===== config.mk =====
export PLATFORM = sky130hd
export DESIGN_NAME = add8_err_monitor_flat
export DESIGN_NICKNAME = d
export VERILOG_FILES = /design/src/rtl/add8_err_monitor_if.sv /design/src/rtl/add8_err_monitor.sv /design/src/flat_wrapper.sv
export SDC_FILE = /design/constraint.sdc
export NUM_CORES = 1
export LEC_CHECK = 0
export ABC_AREA = 1
export CORE_ASPECT_RATIO = 1.2
export CORE_MARGIN = 1
export CORE_UTILIZATION = 60
export CTS_CLUSTER_DIAMETER = 80
export DETAILED_ROUTE_END_ITERATION = 8
export HOLD_SLACK_MARGIN = 0.06
export PLACE_DENSITY = 0.94
export SYNTH_ARGS = -nofsm -noshare
export SYNTH_HDL_FRONTEND = slang
export SYNTH_SLANG_ARGS = --single-unit

===== constraint.sdc =====
create_clock -name clk -period 3.4 [get_ports clk]
set_clock_uncertainty 0.2 [all_clocks]
set_input_delay 0.34 -clock clk [delete_from_list [all_inputs] [get_ports clk]]
set_output_delay 0.34 -clock clk [all_outputs]
set_load 0.01 [all_outputs]

===== src/rtl/add8_err_monitor_if.sv =====
// add8_err_monitor_if: sample-stream and snapshot-readout bundle for
// add8_err_monitor.
//   Sample side : in_valid/in_ready handshake, in_a/in_b operands, in_o result.
//   Control     : clear (zero live stats), snap_req (request snapshot).
//   Readout     : snap_valid/snap_ready handshake and frozen snap_* values.
// Modports: master = sample/host driver, slave = monitor.
interface add8_err_monitor_if #(
  parameter int CNT_W = 17,
  parameter int SAE_W = 26,
  parameter int SSE_W = 35
);
  logic             in_valid;
  logic             in_ready;
  logic [7:0]       in_a;
  logic [7:0]       in_b;
  logic [8:0]       in_o;
  logic             clear;
  logic             snap_req;
  logic             snap_valid;
  logic             snap_ready;
  logic [CNT_W-1:0] snap_n;
  logic [CNT_W-1:0] snap_nerr;
  logic [SAE_W-1:0] snap_sae;
  logic [SSE_W-1:0] snap_sse;
  logic [8:0]       snap_wce;
  logic             snap_sat;

  modport master (
    output in_valid, in_a, in_b, in_o, clear, snap_req, snap_ready,
    input  in_ready, snap_valid, snap_n, snap_nerr, snap_sae, snap_sse,
           snap_wce, snap_sat
  );

  modport slave (
    input  in_valid, in_a, in_b, in_o, clear, snap_req, snap_ready,
    output in_ready, snap_valid, snap_n, snap_nerr, snap_sae, snap_sse,
           snap_wce, snap_sat
  );
endinterface


===== src/rtl/add8_err_monitor.sv =====
// add8_err_monitor: accumulates error statistics of an 8-bit approximate
// adder (sample count, erroneous count, sum |e|, sum e^2, worst |e|) and
// hands frozen snapshots to a host.
// Ports:
//   clk   - rising-edge clock
//   rst_n - asynchronous active-low reset
//   bus   - add8_err_monitor_if.slave (sample stream, clear, snapshot readout)
// Optional feature: define ADD8_ERR_MONITOR_SSE_EN to build the squarer and
// the sum-of-squared-error accumulator; otherwise snap_sse reads 0.
module add8_err_monitor #(
  parameter int CNT_W = 17,
  parameter int SAE_W = 26,
  parameter int SSE_W = 35
) (
  input  logic              clk,
  input  logic              rst_n,
  add8_err_monitor_if.slave bus
);

  typedef enum logic [1:0] {RUN, DRAIN, HOLD} state_t;

  state_t           state_q;
  logic [1:0]       drain_cnt_q;
  logic             in_ready_q;
  logic             snap_valid_q;

  logic             s1_v_q, s2_v_q, s2_flag_q;
  logic [8:0]       s1_e_q, s2_e_q;

  logic [CNT_W-1:0] n_q, nerr_q, snap_n_q, snap_nerr_q;
  logic [SAE_W-1:0] sae_q, snap_sae_q;
  logic [8:0]       wce_q, snap_wce_q;
  logic             sat_q, snap_sat_q;

  logic             accept;
  logic [8:0]       exact, e;
  logic [CNT_W:0]   n_sum, nerr_sum;
  logic [SAE_W:0]   sae_sum;
  logic [CNT_W-1:0] n_d, nerr_d;
  logic [SAE_W-1:0] sae_d;
  logic [8:0]       wce_d;
  logic             sat_hit;

`ifdef ADD8_ERR_MONITOR_SSE_EN
  logic [17:0]      s2_sq_q;
  logic [SSE_W-1:0] sse_q, snap_sse_q, sse_d;
  logic [SSE_W:0]   sse_sum;
`endif

  assign accept = bus.in_valid && in_ready_q;

  always_comb begin
    exact = {1'b0, bus.in_a} + {1'b0, bus.in_b};
    e     = (bus.in_o >= exact) ? (bus.in_o - exact) : (exact - bus.in_o);
  end

  // Each accumulator clamps at all-ones; the carry-out flags the clamp.
  always_comb begin
    n_sum    = {1'b0, n_q} + (CNT_W+1)'(1);
    nerr_sum = {1'b0, nerr_q} + (CNT_W+1)'(s2_flag_q);
    sae_sum  = {1'b0, sae_q} + (SAE_W+1)'(s2_e_q);
    n_d      = n_sum[CNT_W]    ? '1 : n_sum[CNT_W-1:0];
    nerr_d   = nerr_sum[CNT_W] ? '1 : nerr_sum[CNT_W-1:0];
    sae_d    = sae_sum[SAE_W]  ? '1 : sae_sum[SAE_W-1:0];
    wce_d    = (s2_e_q > wce_q) ? s2_e_q : wce_q;
    sat_hit  = n_sum[CNT_W] | nerr_sum[CNT_W] | sae_sum[SAE_W];
`ifdef ADD8_ERR_MONITOR_SSE_EN
    sse_sum  = {1'b0, sse_q} + (SSE_W+1)'(s2_sq_q);
    sse_d    = sse_sum[SSE_W] ? '1 : sse_sum[SSE_W-1:0];
    sat_hit  = sat_hit | sse_sum[SSE_W];
`endif
  end

  // Pipeline. A sample accepted alongside clear still enters S1; clear only
  // kills what was already in S1 (by not promoting it) and S2 (by zeroing
  // the accumulators instead of updating them).
  always_ff @(posedge clk or negedge rst_n) begin
    if (!rst_n) begin
      s1_v_q    <= 1'b0;
      s1_e_q    <= '0;
      s2_v_q    <= 1'b0;
      s2_e_q    <= '0;
      s2_flag_q <= 1'b0;
`ifdef ADD8_ERR_MONITOR_SSE_EN
      s2_sq_q   <= '0;
`endif
    end else begin
      s1_v_q    <= accept;
      s1_e_q    <= e;
      s2_v_q    <= s1_v_q && !bus.clear;
      s2_e_q    <= s1_e_q;
      s2_flag_q <= |s1_e_q;
`ifdef ADD8_ERR_MONITOR_SSE_EN
      s2_sq_q   <= 18'(s1_e_q) * 18'(s1_e_q);
`endif
    end
  end

  always_ff @(posedge clk or negedge rst_n) begin
    if (!rst_n) begin
      n_q    <= '0;
      nerr_q <= '0;
      sae_q  <= '0;
      wce_q  <= '0;
      sat_q  <= 1'b0;
`ifdef ADD8_ERR_MONITOR_SSE_EN
      sse_q  <= '0;
`endif
    end else if (bus.clear) begin
      n_q    <= '0;
      nerr_q <= '0;
      sae_q  <= '0;
      wce_q  <= '0;
      sat_q  <= 1'b0;
`ifdef ADD8_ERR_MONITOR_SSE_EN
      sse_q  <= '0;
`endif
    end else if (s2_v_q) begin
      n_q    <= n_d;
      nerr_q <= nerr_d;
      sae_q  <= sae_d;
      wce_q  <= wce_d;
      sat_q  <= sat_q | sat_hit;
`ifdef ADD8_ERR_MONITOR_SSE_EN
      sse_q  <= sse_d;
`endif
    end
  end

  // Snapshot FSM. DRAIN lasts three edges so the sample accepted with
  // snap_req has reached the accumulators before the copy.
  always_ff @(posedge clk or negedge rst_n) begin
    if (!rst_n) begin
      state_q      <= RUN;
      drain_cnt_q  <= '0;
      in_ready_q   <= 1'b0;
      snap_valid_q <= 1'b0;
      snap_n_q     <= '0;
      snap_nerr_q  <= '0;
      snap_sae_q   <= '0;
      snap_wce_q   <= '0;
      snap_sat_q   <= 1'b0;
`ifdef ADD8_ERR_MONITOR_SSE_EN
      snap_sse_q   <= '0;
`endif
    end else begin
      case (state_q)
        RUN: begin
          in_ready_q <= 1'b1;
          if (bus.snap_req) begin
            state_q     <= DRAIN;
            drain_cnt_q <= '0;
            in_ready_q  <= 1'b0;
          end
        end
        DRAIN: begin
          if (drain_cnt_q == 2'd2) begin
            state_q      <= HOLD;
            snap_valid_q <= 1'b1;
            snap_n_q     <= n_q;
            snap_nerr_q  <= nerr_q;
            snap_sae_q   <= sae_q;
            snap_wce_q   <= wce_q;
            snap_sat_q   <= sat_q;
`ifdef ADD8_ERR_MONITOR_SSE_EN
            snap_sse_q   <= sse_q;
`endif
          end else begin
            drain_cnt_q <= drain_cnt_q + 2'd1;
          end
        end
        HOLD: begin
          if (snap_valid_q && bus.snap_ready) begin
            state_q      <= RUN;
            snap_valid_q <= 1'b0;
            in_ready_q   <= 1'b1;
          end
        end
        default: begin
          state_q    <= RUN;
          in_ready_q <= 1'b0;
        end
      endcase
    end
  end

  assign bus.in_ready   = in_ready_q;
  assign bus.snap_valid = snap_valid_q;
  assign bus.snap_n     = snap_n_q;
  assign bus.snap_nerr  = snap_nerr_q;
  assign bus.snap_sae   = snap_sae_q;
  assign bus.snap_wce   = snap_wce_q;
  assign bus.snap_sat   = snap_sat_q;
`ifdef ADD8_ERR_MONITOR_SSE_EN
  assign bus.snap_sse   = snap_sse_q;
`else
  assign bus.snap_sse   = {SSE_W{1'b0}};
`endif

endmodule


===== src/flat_wrapper.sv =====
// flat-port wrapper written by rule: the top's interface ports become plain ports
module add8_err_monitor_flat 
#(
  parameter int CNT_W = 17,
  parameter int SAE_W = 26,
  parameter int SSE_W = 35
)
  (clk, rst_n, bus_in_valid, bus_in_a, bus_in_b, bus_in_o, bus_clear, bus_snap_req, bus_snap_ready, bus_in_ready, bus_snap_valid, bus_snap_n, bus_snap_nerr, bus_snap_sae, bus_snap_sse, bus_snap_wce, bus_snap_sat);
  add8_err_monitor_if #(.CNT_W(CNT_W), .SAE_W(SAE_W), .SSE_W(SSE_W)) bus_i ();
  input  logic clk;
  input  logic rst_n;
  input wire logic [$bits(bus_i.in_valid)-1:0] bus_in_valid;
  input wire logic [$bits(bus_i.in_a)-1:0] bus_in_a;
  input wire logic [$bits(bus_i.in_b)-1:0] bus_in_b;
  input wire logic [$bits(bus_i.in_o)-1:0] bus_in_o;
  input wire logic [$bits(bus_i.clear)-1:0] bus_clear;
  input wire logic [$bits(bus_i.snap_req)-1:0] bus_snap_req;
  input wire logic [$bits(bus_i.snap_ready)-1:0] bus_snap_ready;
  output wire logic [$bits(bus_i.in_ready)-1:0] bus_in_ready;
  output wire logic [$bits(bus_i.snap_valid)-1:0] bus_snap_valid;
  output wire logic [$bits(bus_i.snap_n)-1:0] bus_snap_n;
  output wire logic [$bits(bus_i.snap_nerr)-1:0] bus_snap_nerr;
  output wire logic [$bits(bus_i.snap_sae)-1:0] bus_snap_sae;
  output wire logic [$bits(bus_i.snap_sse)-1:0] bus_snap_sse;
  output wire logic [$bits(bus_i.snap_wce)-1:0] bus_snap_wce;
  output wire logic [$bits(bus_i.snap_sat)-1:0] bus_snap_sat;
  assign bus_i.in_valid = bus_in_valid;
  assign bus_i.in_a = bus_in_a;
  assign bus_i.in_b = bus_in_b;
  assign bus_i.in_o = bus_in_o;
  assign bus_i.clear = bus_clear;
  assign bus_i.snap_req = bus_snap_req;
  assign bus_i.snap_ready = bus_snap_ready;
  assign bus_in_ready = bus_i.in_ready;
  assign bus_snap_valid = bus_i.snap_valid;
  assign bus_snap_n = bus_i.snap_n;
  assign bus_snap_nerr = bus_i.snap_nerr;
  assign bus_snap_sae = bus_i.snap_sae;
  assign bus_snap_sse = bus_i.snap_sse;
  assign bus_snap_wce = bus_i.snap_wce;
  assign bus_snap_sat = bus_i.snap_sat;
  add8_err_monitor #(.CNT_W(CNT_W), .SAE_W(SAE_W), .SSE_W(SSE_W)) u_core (.clk(clk), .rst_n(rst_n), .bus(bus_i));
endmodule

* Word-level counts from Yosys, hierarchy flattened
Index checks and enable logic that the tools add are counted.
** Storage, ports and cells
- Output and inout bits :: 107
- Word-level logic and storage cells :: 83
- Register bits after elaboration :: 167
- Bits of input ports :: 31
** Cells by class
- $lt $le $gt $ge :: 2
- Bitwise logic cells :: 4
- Eq/ne operators :: 7
- Reduce and logical (&&, ||, !) cells :: 16
- Add/subtract/negate cells :: 7
- Muxes and demuxes :: 28
** Operators with widths (count)
- $mux W17 :: 6
- $mux W26 :: 3
- $mux W9 :: 4
- $add A26 B9 Y27 :: 1
- $add A17 B1 Y18 :: 1
- $add A17 B1 Y18 const B :: 1
- $sub A9 B9 Y9 :: 2
- $mux W2 :: 5
- $add A8 B8 Y9 :: 1
- $ge A9 B9 Y1 :: 1
- $gt A9 B9 Y1 :: 1
- $reduce_and A3 Y1 :: 3
- $reduce_or A9 Y1 :: 1
- $reduce_bool A2 Y1 :: 4
- $mux W1 :: 6
- $pmux W2 S3 :: 1
- $reduce_and A2 Y1 :: 3
- $eq A2 B2 Y1 const B :: 2
- $ne A2 B1 Y1 const B :: 2
- $ne A2 B2 Y1 const B :: 2
- $pmux W2 S2 :: 1
- $logic_and A1 B1 Y1 :: 3
- $or A1 B1 Y1 :: 3
- $pmux W1 S3 :: 1
- other kinds (6) :: 6

* Logic depth before layout (Yosys ltp)
Gate-level depths: netlist of the first run.
- Depth after elaboration :: 6
- Depth in mapped cells :: 18
- Depth with buffers taken out :: 17

* Least setup slack after synthesis of the first run
OpenSTA, ideal clock, no wires.
- Path kind :: input port to flip-flop
- Start point :: input bus_in_b[0]
- End point :: register u_core.s1_e_q[1]
- Stages :: 16
- Data required time :: 3.074 ns
- Setup slack :: 0.296 ns
- Setup time :: 0.126 ns
- Path buffers :: 1
- Data arrival time :: 2.778 ns
- Path through :: ha_1 inv_1 fa_1 o21ai_0 nand2_1 nand2_1 a21oi_1 xor2_1 inv_1 ha_1 buf_2 a21o_1 a21oi_1 nand4_2 inv_2 o21ai_0
** On the way
- Longest elaborated chain between the ends :: 3
- Elaborated cells between the ends (all ways) :: 5
- Those cells by class :: add/sub (3); order compare (1); mux (1)
** Ends and longest elaborated chain
- start: declaration :: RTL line flat_wrapper.sv:14 : input wire logic [$bits(bus_i.in_b)-1:0] bus_in_b;
- $add A8 B8 Y9 * :: RTL line add8_err_monitor.sv:53 : exact = {1'b0, bus.in_a} + {1'b0, bus.in_b};
- $sub A9 B9 Y9 / $ge A9 B9 Y1 (equally long branches) :: RTL line add8_err_monitor.sv:54 : e = (bus.in_o >= exact) ? (bus.in_o - exact) : (exact - bus.in_o);
- $mux W9 * :: RTL line add8_err_monitor.sv:54
- via u_core.e[1] :: RTL line add8_err_monitor.sv:36 : logic [8:0] exact, e;
- end signal: assignment :: RTL line add8_err_monitor.sv:80 : s1_e_q <= '0;
- end signal: assignment :: RTL line add8_err_monitor.sv:89 : s1_e_q <= e;
- end: declaration :: RTL line add8_err_monitor.sv:28 : logic [8:0] s1_e_q, s2_e_q;
Mark *: on every way through the listed nets, which the timed path passes. The rest lies on a longest branch.
A chain may end at the register's enable or synchronous reset.

* Final worst setup path of the first run
- Start point :: input bus_in_b[0]
- End point :: register u_core.s1_e_q[2]
The elaborated chain is that of the path after synthesis.

==> results of run 1 <==
==> cells in the mapped netlist (2+ instances only) <==
master / number
sky130_fd_sc_hd__or2_2: 3
sky130_fd_sc_hd__nor2_2: 9
sky130_fd_sc_hd__o21ai_1: 12
sky130_fd_sc_hd__xor2_1: 34
sky130_fd_sc_hd__nor2_1: 63
sky130_fd_sc_hd__xnor2_1: 11
sky130_fd_sc_hd__nand4_1: 12
sky130_fd_sc_hd__buf_1: 3
sky130_fd_sc_hd__nor2_4: 3
sky130_fd_sc_hd__nand2_2: 4
sky130_fd_sc_hd__nand3_1: 77
sky130_fd_sc_hd__and2_1: 2
sky130_fd_sc_hd__nor3_1: 12
sky130_fd_sc_hd__o21ai_2: 3
sky130_fd_sc_hd__fa_1: 4
sky130_fd_sc_hd__dfrtp_1: 167
sky130_fd_sc_hd__nand3b_1: 3
sky130_fd_sc_hd__ha_1: 51
sky130_fd_sc_hd__o21ai_0: 140
sky130_fd_sc_hd__clkbuf_1: 22
sky130_fd_sc_hd__inv_2: 2
sky130_fd_sc_hd__a21oi_1: 27
sky130_fd_sc_hd__clkbuf_2: 2
sky130_fd_sc_hd__nand2_1: 399
sky130_fd_sc_hd__nand3_2: 2
sky130_fd_sc_hd__inv_1: 151
sky130_fd_sc_hd__o21a_1: 3
sky130_fd_sc_hd__a21o_1: 4
sky130_fd_sc_hd__buf_4: 36
sky130_fd_sc_hd__buf_2: 6
==> worst max path at each step <==
stage / endpoint / slack (ns) / from
2_1_floorplan: u_core.s1_e_q[1]$_DFF_PN0_ / 0.30 / bus_in_b[0]
5_1_grt: u_core.s1_e_q[2]$_DFF_PN0_ / 0.05 / bus_in_b[0]
6_report: u_core.s1_e_q[2]$_DFF_PN0_ / 0.24 / bus_in_b[0]
3_5_place_dp: u_core.s1_e_q[2]$_DFF_PN0_ / -0.27 / bus_in_b[0]
4_1_cts: u_core.s1_e_q[2]$_DFF_PN0_ / 0.18 / bus_in_b[0]
3_3_place_gp: u_core.s1_e_q[2]$_DFF_PN0_ / -0.08 / bus_in_b[0]
==> flip-flops by register name, indices dropped and copies added (netlist names) <==
name and count:
u_core.sae_q 26, u_core.n_q 17, u_core.bus.snap_nerr 17, u_core.bus.snap_n 17, u_core.bus.snap_valid 1, u_core.s1_e_q 9, u_core.nerr_q 17, u_core.drain_cnt_q 2
u_core.wce_q 9, u_core.s1_v_q 1, u_core.bus.snap_sae 26, u_core.s2_v_q 1, u_core.sat_q 1, u_core.bus.snap_sat 1, u_core.bus.in_ready 1, u_core.state_q 2
u_core.bus.snap_wce 9, u_core.s2_e_q 9, u_core.s2_flag_q 1
==> critical path, delay by kind of cell <==
| kind | cells | cell delay [ns] |
|---|---|---|
| AO/OA/AOI/OAI | 5 | 0.74 |
| XOR/XNOR | 1 | 0.17 |
| adder cells (fa/ha/maj) | 3 | 0.88 |
| buffers and inverters | 4 | 0.78 |
| AND/OR/NAND/NOR | 4 | 0.36 |
==> cell type report <==
| type | instances | area share [%] |
|---|---|---|
| inverters | 154 | 5.01 |
| clock buffers | 17 | 3.65 |
| flip-flops and latches | 167 | 35.9 |
| repair buffers | 130 | 10.7 |
| multi-input cells | 924 | 41.1 |
| well taps | 208 | 2.23 |
| clock inverters | 14 | 1.40 |
==> what timing repair did <==
action                                  CTS  global route
resized for setup                         0             1
endpoints found under the hold margin    76             0
endpoints found under the setup margin    0             5
hold buffers                              1             0
setup buffers                             0             0
==> power by group <==
part / total, mW / leakage, nW / switching [mW] / internal (mW)
Combinational: 2.02 / 3.19 / 1.16 / 0.864
Clock: 1.93 / 0.285 / 0.886 / 1.04
Sequential: 2.54 / 2.27 / 0.243 / 2.30
==> per-layer routing <==
| metal | up-vias | wire (um) |
|---|---|---|
| li1 | 4234 | - |
| met1 | 4210 | 9400 |
| met2 | 398 | 11900 |
| met3 | 79 | 1360 |
| met4 | 0 | 933 |
| met5 | - | 0 |
==> cell families after synthesis <==
family	synth area share, %
flops	42.5
fa+ha+maj	7.30
other cells	0.0381
xor+xnor	4.00
compound gates	10.4
buf+inv	10.3
simple gates	25.5
==> through the flow <==
stage / power, mW / setup TNS (ns)
after floorplan: 3.74 / 0
after global placement: 4.42 / -0.465
after detailed placement: 4.53 / -1.97
after CTS: 6.48 / 0
after global routing: 6.85 / 0
final: 6.49 / 0
==> results.txt, run 1 <==
The flow ran to the end, and the final reports show no timing, DRC or antenna violations. Along the worst path, the maximum fanout reaches 5. The actual slew at the worst max-slew pin is 0.723 ns. The met1 layer usage reported by global route came out at 34.5%.

For the worst setup path, the data required time is 3.52 ns. The data arrival time of the worst path is 3.27 ns. The peak clock frequency supported by timing came out at 0.317 GHz. The routed via count divided by cell count is 5.53. The post-route worst setup slack came out at 0.245 ns. The area of the placeable core came out at 15,800 um2. The number of unique standard cell types used by synthesis came out at 45. Global routing used 4.61% of the available met3 tracks. Walking the worst path, the cells encountered are clkdlybuf4s50_1 -> ha_1 -> inv_1 -> fa_1 -> o21ai_1 -> nand2_1 -> nand2_1 -> a21oi_1 -> xor2_1 -> inv_1 -> ha_1 -> a21o_1 -> a21oi_1 -> nand4_2 -> buf_4 -> nand2_1 -> o21ai_0. Yosys printed 0 warnings. The worst register-to-register path begins at u_core.s2_e_q[8]$_DFF_PN0_.

The sequential-to-total area share from yosys stat came out at 42.5%. Global routing used 51.1% of the available met2 tracks. In the post-synthesis netlist, the biggest area contributors are sky130_fd_sc_hd__dfrtp_1 42%, sky130_fd_sc_hd__nand2_1 15%, sky130_fd_sc_hd__o21ai_0 7.1%.

The number of synthesized register bits came out at 167. The part of the cycle the worst path needs came out at 92.8%. The final setup violation count is 0.

The number of buffers created by CTS is 17. Setup repair after global routing left no endpoint under its margin. The worst slack after detailed placement is -0.272 ns. The async set or reset register ratio after synthesis is 100%. The later pin in the worst-skew pair is clocked with a latency of 0.44 ns. The number of inserted diodes is 0. Leaving out fill and tap cells, the most frequent cell in the layout is sky130_fd_sc_hd__nand2_1. The number of antenna violations at the first check in global routing is 0. The floorplan die width is 119 um. In this run, the number of DRC markers left after iteration 0 of detailed routing was 786. The initial cell density of the core is 62.2%.

The clock sink total came out at 167. The count of unresolved DRC violations after routing is 0. The post-synthesis instance area came out at 9840 um2. The post-CTS clock slew at the launch and capture registers of the worst setup and hold paths is 0.07 ns. TritonCTS built the clock tree. The count of buffers inserted at the top-level ports came out at 102. Measured in cells, the most critical reg-to-reg path has a length of 9. The routed length per placed instance came out at 14.6 um. The H-tree depth came out at 4. The cell count after synthesis came out at 1,282. In the layout the commonest cells are 398 x sky130_fd_sc_hd__nand2_1, 167 x sky130_fd_sc_hd__dfrtp_1, 151 x sky130_fd_sc_hd__inv_1, 139 x sky130_fd_sc_hd__o21ai_0, 101 x sky130_fd_sc_hd__clkdlybuf4s50_1. The worst hold path was traced through 0 stages. The post-route minimum period is 3.16 ns. Row generation in the floorplan step produced 50 rows. The largest voltage drop on the vdd net came out at 442 uV. The via count of the first global-routing pass came out at 8,585. The area taken by flip-flops and latches came out at 4180 um2.

The first detailed-routing pass ran for 9 iterations. The worst register-to-register path ends at u_core.sae_q[4]$_DFFE_PN0P_. The pin count of the biggest net entering global routing came out at 79. The wire length of the first global-routing pass came out at 39,500 um. The register-to-register path setup slack came out at 0.74 ns. The final antenna-violating net count is 0. The number of slew-limit violations in the final report is 0. The worst setup path is launched from a primary input.

Counting stages on the worst path, the most repeated cell is sky130_fd_sc_hd__nand2_1. The largest individual stage delay along the critical path comes from the cell sky130_fd_sc_hd__clkdlybuf4s50_1. After routing the design area is 11,600 um2. The routed layout has 8,921 vias.

The total congestion overflow after global routing is 0. The worst hold path endpoint is u_core.s2_e_q[7]$_DFF_PN0_. The total of max-cap violations came out at 0. The number of cells after detailed placement is 1,582. The top-level port count came out at 138.

In the synthesized netlist the dominant register cell turns out to be sky130_fd_sc_hd__dfrtp_1. For this design the static power due to leakage is 5.74 nW. The fill cell instance count of the final layout came out at 1,113. The portion of synthesized cell area occupied by the leading cell type is 42.5%. The largest stage delay on the critical path is 0.47 ns.

The number of nets in the finished design came out at 1,480. The fraction of the core area covered by cells at the end of the flow came out at 73.6%. The clock tree buffer depth is 2.

The floorplan die area is 16,900 um2. The fraction of layout cells with a size suffix above 1 came out at 6.54%. The cell type with the highest aggregate area in the netlist is sky130_fd_sc_hd__dfrtp_1.

In the global route stage, overall resource usage came out at 29.1%. The non-filler instance count after layout came out at 1,614. The layout-stage area growth over the synthesis result is 18.3%.

Power spread over the standard cell area amounts to 557 nW/um2. The area of the multi-input gates came out at 4790 um2. The sum of net half-perimeters after detailed placement is 16,600 um. The number of synthesized flops with an enable pin is 0. The type of the worst min-delay path is flop to flop.

The final hold violation count came out at 0. The vertical die dimension is 142 um. The global routing stage identified its most utilized layer as met2. The critical path is of the primary input to flop type.

The worst hold path begins at u_core.s1_e_q[7]$_DFF_PN0_. The final hold slack is 0.178 ns. The routed wire length came out at 23,600 um. The post-synthesis area per instance is 7.68 um2. Routability-driven placement finished with a final weighted congestion of 0.955.

The critical path capture point type is a flop. The area after detailed placement is 11,000 um2. The tree is rooted in a sky130_fd_sc_hd__clkbuf_16. Measured against its own limit, the worst slew margin works out to 51.8%.
Note: power is estimated with default switching activity, not from simulation.
==> run 2, diff against run 1 <==
--- a/config.mk
+++ b/config.mk
@@ -6,6 +6,7 @@
 export NUM_CORES = 1
 export LEC_CHECK = 0
 export ABC_AREA = 1
+export CAP_MARGIN = 0
 export CORE_ASPECT_RATIO = 1.2
 export CORE_MARGIN = 1
 export CORE_UTILIZATION = 60
==> results of run 2 <==
Same layout as run 1: the final DEF is identical, and so are final timing and power.
